[src/rtl/writeback_stage.sv]
// Final pipeline stage: selects the retiring result, waits for load data with a
// bounded timeout, and drives the single register-file write port.
module writeback_stage #(
    parameter int LOAD_TIMEOUT = 255
) (
    input  logic        clk,
    input  logic        reset_n,
    input  logic        in_valid,
    output logic        in_ready,
    input  logic        in_reg_write,
    input  logic [4:0]  in_dest,
    input  logic [1:0]  in_sel,
    input  logic [31:0] in_alu_result,
    input  logic [31:0] in_pc_plus8,
    input  logic [1:0]  in_load_size,
    input  logic        in_load_signed,
    input  logic [1:0]  in_byte_off,
    input  logic        flush,
    input  logic        mem_rsp_valid,
    input  logic [31:0] mem_rsp_data,
    output logic        reg_write_en,
    output logic [4:0]  write_addr,
    output logic [31:0] write_data,
    output logic        load_timeout
);

    typedef enum logic {
        IDLE      = 1'b0,
        WAIT_LOAD = 1'b1
    } state_t;

    localparam logic [7:0] CNT_LAST = 8'(LOAD_TIMEOUT - 1);

    state_t      state_q;
    logic [7:0]  cnt_q;
    logic        pend_we_q;
    logic [4:0]  pend_dest_q;
    logic [1:0]  pend_size_q;
    logic        pend_signed_q;
    logic [1:0]  pend_off_q;
    logic        reg_write_en_q;
    logic [4:0]  write_addr_q;
    logic [31:0] write_data_q;
    logic        load_timeout_q;

    logic [7:0]  byte_sel;
    logic [15:0] half_sel;
    logic [31:0] load_data_d;
    logic [31:0] imm_data_d;

    assign in_ready = (state_q == IDLE);

    // Little-endian lane pick from the latched offset, then sign/zero extend.
    always_comb begin
        byte_sel = mem_rsp_data[8*pend_off_q +: 8];
        half_sel = pend_off_q[1] ? mem_rsp_data[31:16] : mem_rsp_data[15:0];
        case (pend_size_q)
            2'd0:    load_data_d = {{24{pend_signed_q & byte_sel[7]}}, byte_sel};
            2'd1:    load_data_d = {{16{pend_signed_q & half_sel[15]}}, half_sel};
            default: load_data_d = mem_rsp_data;
        endcase
        imm_data_d = (in_sel == 2'd2) ? in_pc_plus8 : in_alu_result;
    end

    always_ff @(posedge clk or negedge reset_n) begin
        if (!reset_n) begin
            state_q        <= IDLE;
            cnt_q          <= 8'd0;
            pend_we_q      <= 1'b0;
            pend_dest_q    <= 5'd0;
            pend_size_q    <= 2'd0;
            pend_signed_q  <= 1'b0;
            pend_off_q     <= 2'd0;
            reg_write_en_q <= 1'b0;
            write_addr_q   <= 5'd0;
            write_data_q   <= 32'd0;
            load_timeout_q <= 1'b0;
        end else begin
            reg_write_en_q <= 1'b0;
            case (state_q)
                IDLE: begin
                    if (in_valid) begin
                        if (in_sel == 2'd1) begin
                            pend_we_q     <= in_reg_write;
                            pend_dest_q   <= in_dest;
                            pend_size_q   <= in_load_size;
                            pend_signed_q <= in_load_signed;
                            pend_off_q    <= in_byte_off;
                            cnt_q         <= 8'd0;
                            state_q       <= WAIT_LOAD;
                        end else begin
                            reg_write_en_q <= in_reg_write && (in_dest != 5'd0) && (in_sel != 2'd3);
                            write_addr_q   <= in_dest;
                            write_data_q   <= imm_data_d;
                        end
                    end
                end
                WAIT_LOAD: begin
                    // A flush beats a response arriving in the same cycle.
                    if (flush) begin
                        state_q <= IDLE;
                    end else if (mem_rsp_valid) begin
                        reg_write_en_q <= pend_we_q && (pend_dest_q != 5'd0);
                        write_addr_q   <= pend_dest_q;
                        write_data_q   <= load_data_d;
                        state_q        <= IDLE;
                    end else if (cnt_q == CNT_LAST) begin
                        load_timeout_q <= 1'b1;
                        state_q        <= IDLE;
                    end else begin
                        cnt_q <= cnt_q + 8'd1;
                    end
                end
                default: state_q <= IDLE;
            endcase
        end
    end

    assign reg_write_en = reg_write_en_q;
    assign write_addr   = write_addr_q;
    assign write_data   = write_data_q;
    assign load_timeout = load_timeout_q;

endmodule

[config.mk]
export PLATFORM = sky130hd
export DESIGN_NAME = writeback_stage
export DESIGN_NICKNAME = d
export VERILOG_FILES = /design/src/rtl/writeback_stage.sv
export SDC_FILE = /design/constraint.sdc
export NUM_CORES = 1
export LEC_CHECK = 0
export BUFFER_PORTS_ARGS = -buffer_cell sky130_fd_sc_hd__buf_2
export CAP_MARGIN = 10
export CORE_ASPECT_RATIO = 0.9
export CORE_MARGIN = 1.5
export CORE_UTILIZATION = 48
export DETAILED_ROUTE_END_ITERATION = 7
export GPL_TIMING_DRIVEN = 0
export HOLD_SLACK_MARGIN = 0.12
export PLACE_DENSITY = 0.81
export SLEW_MARGIN = 0
export SYNTH_ARGS = -nofsm -noshare
export SYNTH_HDL_FRONTEND = slang
export SYNTH_SLANG_ARGS = --single-unit
[constraint.sdc]
create_clock -name clk -period 2.27 [get_ports clk]
set_input_delay 0.454 -clock clk [delete_from_list [all_inputs] [get_ports clk]]
set_output_delay 0.454 -clock clk [all_outputs]
set_load 0.005 [all_outputs]
## After elaboration in Yosys (flattened, before gate mapping)

Cells that the tools add are included.

- Register bits: 59
- Bits of input ports: 114
- Output and inout bits: 40
- Logic and storage cells: 70

- $add $sub $neg: 1
- Equality and inequality tests: 12
- Shifts and indexed selects: 1
- Muxes and demuxes: 30
- Bitwise gates (word level): 5
- Reduce and logical (&&, ||, !) cells: 10

Operators with widths:

| cell | count |
|---|---|
| $mux 32 | 5 |
| $pmux 32 s2 | 2 |
| $mux 8 | 5 |
| $shiftx 32x6->8 | 1 |
| $mux 5 | 4 |
| $mux 16 | 1 |
| $pmux 8 s2 | 1 |
| $ne 2x2->1 const B | 7 |
| $pmux 5 s2 | 1 |
| $reduce_bool 5->1 | 2 |
| $mux 1 | 9 |
| $add 8x1->8 const B | 1 |
| $eq 8x8->1 const B | 1 |
| $reduce_and 4->1 | 2 |
| $reduce_and 5->1 | 1 |
| $eq 2x1->1 const B | 2 |
| $pmux 1 s2 | 2 |
| $logic_and 1x1->1 | 3 |
| $not 1->1 | 3 |
| $reduce_and 3->1 | 1 |
| $and 1x1->1 | 2 |
| $eq 2x2->1 const B | 1 |
| $logic_not 2->1 | 1 |
| $ne 2x1->1 const B | 1 |

## Logic depth before layout (Yosys ltp)

- Word-level depth: 6
- Gate-level depth with buffers: 7

## Worst setup path after synthesis

Ideal clock, no wire load.

- Path type: input to register
- From: input in_sel[1]
- To: register write_data_q[13] (netlist: write_data[13])
- Library setup time: 0.124 ns
- Arrival time: 1.539 ns
- Path slack: 0.607 ns
- Stages on the path: 6
- Path buffers: 2
- Cells stage by stage: nor2b_1 > clkbuf_1 > buf_2 > mux2i_1 > nor3_1 > a211o_1

- Cells in the longest elaborated chain, start to end: 5
- Elaborated cells between the ends (all ways): 8

RTL lines:

| what | line | source |
|---|---|---|
| from (decl) | 12 | `input logic [1:0] in_sel,` |
| $eq 2x2->1 | 62 | `imm_data_d = (in_sel == 2'd2) ? in_pc_plus8 : in_alu_result;` |
| $mux 32 | 62 |  |
| $mux 32 | 83 | `if (in_sel == 2'd1) begin` |
| $mux 32 | 82 | `if (in_valid) begin` |
| $pmux 32 s2 | 80 | `case (state_q)` |
| to (signal assigned) | 94 | `write_data_q <= imm_data_d;` |
| to (signal assigned) | 105 | `write_data_q <= load_data_d;` |
| to (decl) | 43 | `logic [31:0] write_data_q;` |

Several ways; a longest one is shown, not always the timed one. The select of a mux whose other input is x is not followed.
A chain may end at the register's enable or synchronous reset.

## Worst setup path in the final report

- From: register state_q
- To: register write_data_q[30] (netlist: write_data[30])

- Cells in the longest elaborated chain, start to end: 3
- Elaborated cells between the ends (all ways): 7

RTL lines:

| what | line | source |
|---|---|---|
| from (decl) | 34 | `state_t state_q;` |
| from (signal assigned) | 67 | `state_q <= IDLE;` |
| from (signal assigned) | 90 | `state_q <= WAIT_LOAD;` |
| from (signal assigned) | 101 | `state_q <= IDLE;` |
| $not 1->1 (no line) | n/a |  |
| $ne 2x2->1 (no line) | n/a |  |
| $reduce_and 4->1 (no line) | n/a |  |

Several ways; a longest one is shown, not always the timed one.

==> flow_metrics.env <==
export IMPL_status="finished, final reports clean"
export IMPL_ys_ff_latch=59
export IMPL_synth_top_area_share_pct=41.26
export IMPL_setup_worst_path_end_class="flip-flop"
export IMPL_r2r_start="state_q"
export IMPL_grt_pass1_wl_um=17170
export IMPL_synth_yosys_seq_area_share_pct=41.26
export IMPL_syn_num_nets=502
export IMPL_row_count=29
export IMPL_syn_instance_count=386
export IMPL_hold_violations=0
export IMPL_yosys_most_used_dff="dfrtp_1"
export IMPL_layout_min_cycle_time_ns=2.051
export IMPL_grt_pass1_vias=3634
export IMPL_startpoint_type="flip-flop"
export IMPL_antenna_cells=0
export IMPL_drc=0
export IMPL_fin_area_mm2=0.004698
export IMPL_path_class="flip-flop to flip-flop"
export IMPL_cts_buffers=9
export IMPL_die_area_mm2=0.007983
export IMPL_finalWirelength_um=11000
export IMPL_tightest_slew_ns=0.8660
export IMPL_cts_root_buf="clkbuf_8"
export IMPL_area_growth_pct=31.29
export IMPL_die_w_um=94.02
export IMPL_grt_total_usage_pct=28.27
export IMPL_cts_tree="done"
export IMPL_final_nets=668
export IMPL_setup_viol=0
export IMPL_synth_edf_count=0
export IMPL_hold_depth=3
export IMPL_peakVddDrop_v=0.0003703
export IMPL_vias_per_cell=5.709
export IMPL_period_share_pct=90.37
export IMPL_worstPathRequired_ns=2.50
export IMPL_hold_slack_ns=0.3096
export IMPL_ys_top_cells_by_area="dfrtp_1, mux2i_1, nand2_1"
export IMPL_setup_ws_ns=0.2186
export IMPL_die_h_um=84.91
export IMPL_place_inst=633
export IMPL_hp_start="in_load_signed"
export IMPL_hold_class="primary input to flip-flop"
export IMPL_r2r_slack_ns=0.22
export IMPL_clock_fmax_ghz=0.4875
export IMPL_initial_core_util_pct=50.06
export IMPL_path_max_fanout=10
export IMPL_grt_overflow_total=0
export IMPL_placed_area_mm2=0.004481
export IMPL_insertion_delay_ns=0.35
export IMPL_finClkSkew_ns=0.01182
export IMPL_worstPathArrival_ns=2.28
export IMPL_fin_tns_setup_ns=0
export IMPL_dp_hpwl_um=8556
export IMPL_first_pass_iters=5
export IMPL_ys_warn_count=0
export IMPL_rr_worst_depth=5
export IMPL_drive_gt1_share_pct=37.70
export IMPL_cts_sinks=59
export IMPL_io_pins=154
export IMPL_first_iter_violations=226
export IMPL_place_congestion=0.9622
export IMPL_io_buffers=153
export IMPL_htree_levels=3
export IMPL_synth_top_area_cell="dfrtp_1"
export IMPL_place_ws_ns=0.03867
export IMPL_syn_cell_area_mm2=0.003578
export IMPL_pwr_density_cell_mw_per_mm2=701.9
export IMPL_clock_path_buffers=2
export IMPL_grt_max_degree=41
export IMPL_multiInputGateArea_mm2=0.001932
export IMPL_fillers=584
export IMPL_p_leak_nw=2.271
export IMPL_cts_resized=0
export IMPL_clkTransAtPathRegs_ns=0.07
export IMPL_final_cells=650
export IMPL_drv_cap=0
export IMPL_syn_avg_cell_area_um2=9.271
export IMPL_slew_headroom_pct=42.14
export IMPL_min_to="pend_signed_q"
export IMPL_routed_via_count=3711
export IMPL_seqCellArea_mm2=0.001476
export IMPL_wl_per_cell_um=16.92
export IMPL_drv_slew=0
export IMPL_synth_cell_types=45
export IMPL_antenna_found_initial=0
export IMPL_r2r_end="write_data[30]"
export IMPL_grt_setup_unrepaired="false"
export IMPL_postRouteAntennaNets=0
export IMPL_async_flop_share_pct=100.0
export IMPL_coreArea_mm2=0.007148
## stage by stage
step                power [mW]  util [%]
finish                   3.298     65.73
global route             3.456     65.73
CTS                      3.297     65.73
detailed placement       2.268     62.68
global placement         2.228     62.40
floorplan                1.854         -
## what timing repair did
action,in CTS,in global routing
hold endpoints to repair,19,0
buffers inserted,0,0
hold buffers,1,0
## flip-flops by register name, indices dropped and copies added (netlist names)
register       flops
cnt_q              8
load_timeout       1
pend_dest_q        5
pend_off_q         2
pend_signed_q      1
pend_size_q        2
pend_we_q          1
reg_write_en       1
state_q            1
write_addr         5
write_data        32
## cells by family after synthesis
kind of cell / count (synthesis) / synth area share, %
AO/OA/AOI/OAI: 100 / 19.86
buffers and inverters: 39 / 4.755
adder cells (fa/ha/maj): 2 / 0.6992
multiplexers: 57 / 17.10
AND/OR/NAND/NOR: 128 / 16.08
XOR/XNOR: 1 / 0.2448
flip-flops: 59 / 41.26
## placed cells by master (no fill, tap or decap), drive strengths merged, types with 9 or more instances in the layout
cell	instances
inv	13
o22a	16
dfrtp	59
a221oi	13
mux2	23
nand2	87
nor3	9
buf	166
clkbuf	24
mux2i	33
o21ai	42
## worst max path at each step
stage	slack [ns]	cells past startpoint	end	start
after floorplan	0.61	6	write_data[13]	in_sel[1]
final	0.22	5	write_data[30]	state_q
after detailed placement	0.04	6	write_data[30]	flush
after global routing	0.07	5	write_data[22]	state_q
after CTS	0.25	5	write_data[30]	state_q
after global placement	0.05	6	write_data[22]	flush
## cell type report
type / instances / share of cell area (%)
clock buffer: 10 / 2.716
inverter: 13 / 1.039
multi-input combinational: 288 / 41.12
timing repair buffer: 155 / 16.94
sequential: 59 / 31.42
tap: 93 / 2.477
buffer: 26 / 2.583
clock inverter: 6 / 1.704
## Yosys cell counts (all sizes together) (4+ instances only)
cell type	count
nor3b	4
nor2	6
nand2	87
a221oi	13
a211o	7
inv	13
a21oi	5
clkbuf	14
nor2b	4
mux2	23
dfrtp	59
mux2i	33
o21ai	42
buf	12
nor3	9
o22a	16
## per-layer routing
metal / share of wire (%) / GRT usage, % / wire, um / vias to the layer above
met5: 0 / 0 / 0 / -
met3: 8.3 / 4.391 / 914 / 26
li1: - / - / - / 1734
met1: 39 / 33.95 / 4321 / 1760
met2: 50 / 50.33 / 5493 / 191
met4: 2.5 / 11.67 / 272 / 0
## where the power goes
group          total (mW)  switching, mW  internal (mW)
combinational       0.921          0.477          0.444
clock                1.04          0.428          0.610
sequential           1.34          0.115           1.22
## critical path, stage by stage (launching register included)
cell,delay [ns]
dfrtp_1,0.43
nand3b_1,0.32
o21ai_1,0.47
o21ai_2,0.25
buf_2,0.25
o22a_1,0.20
Power figures use the tool's default switching activity.
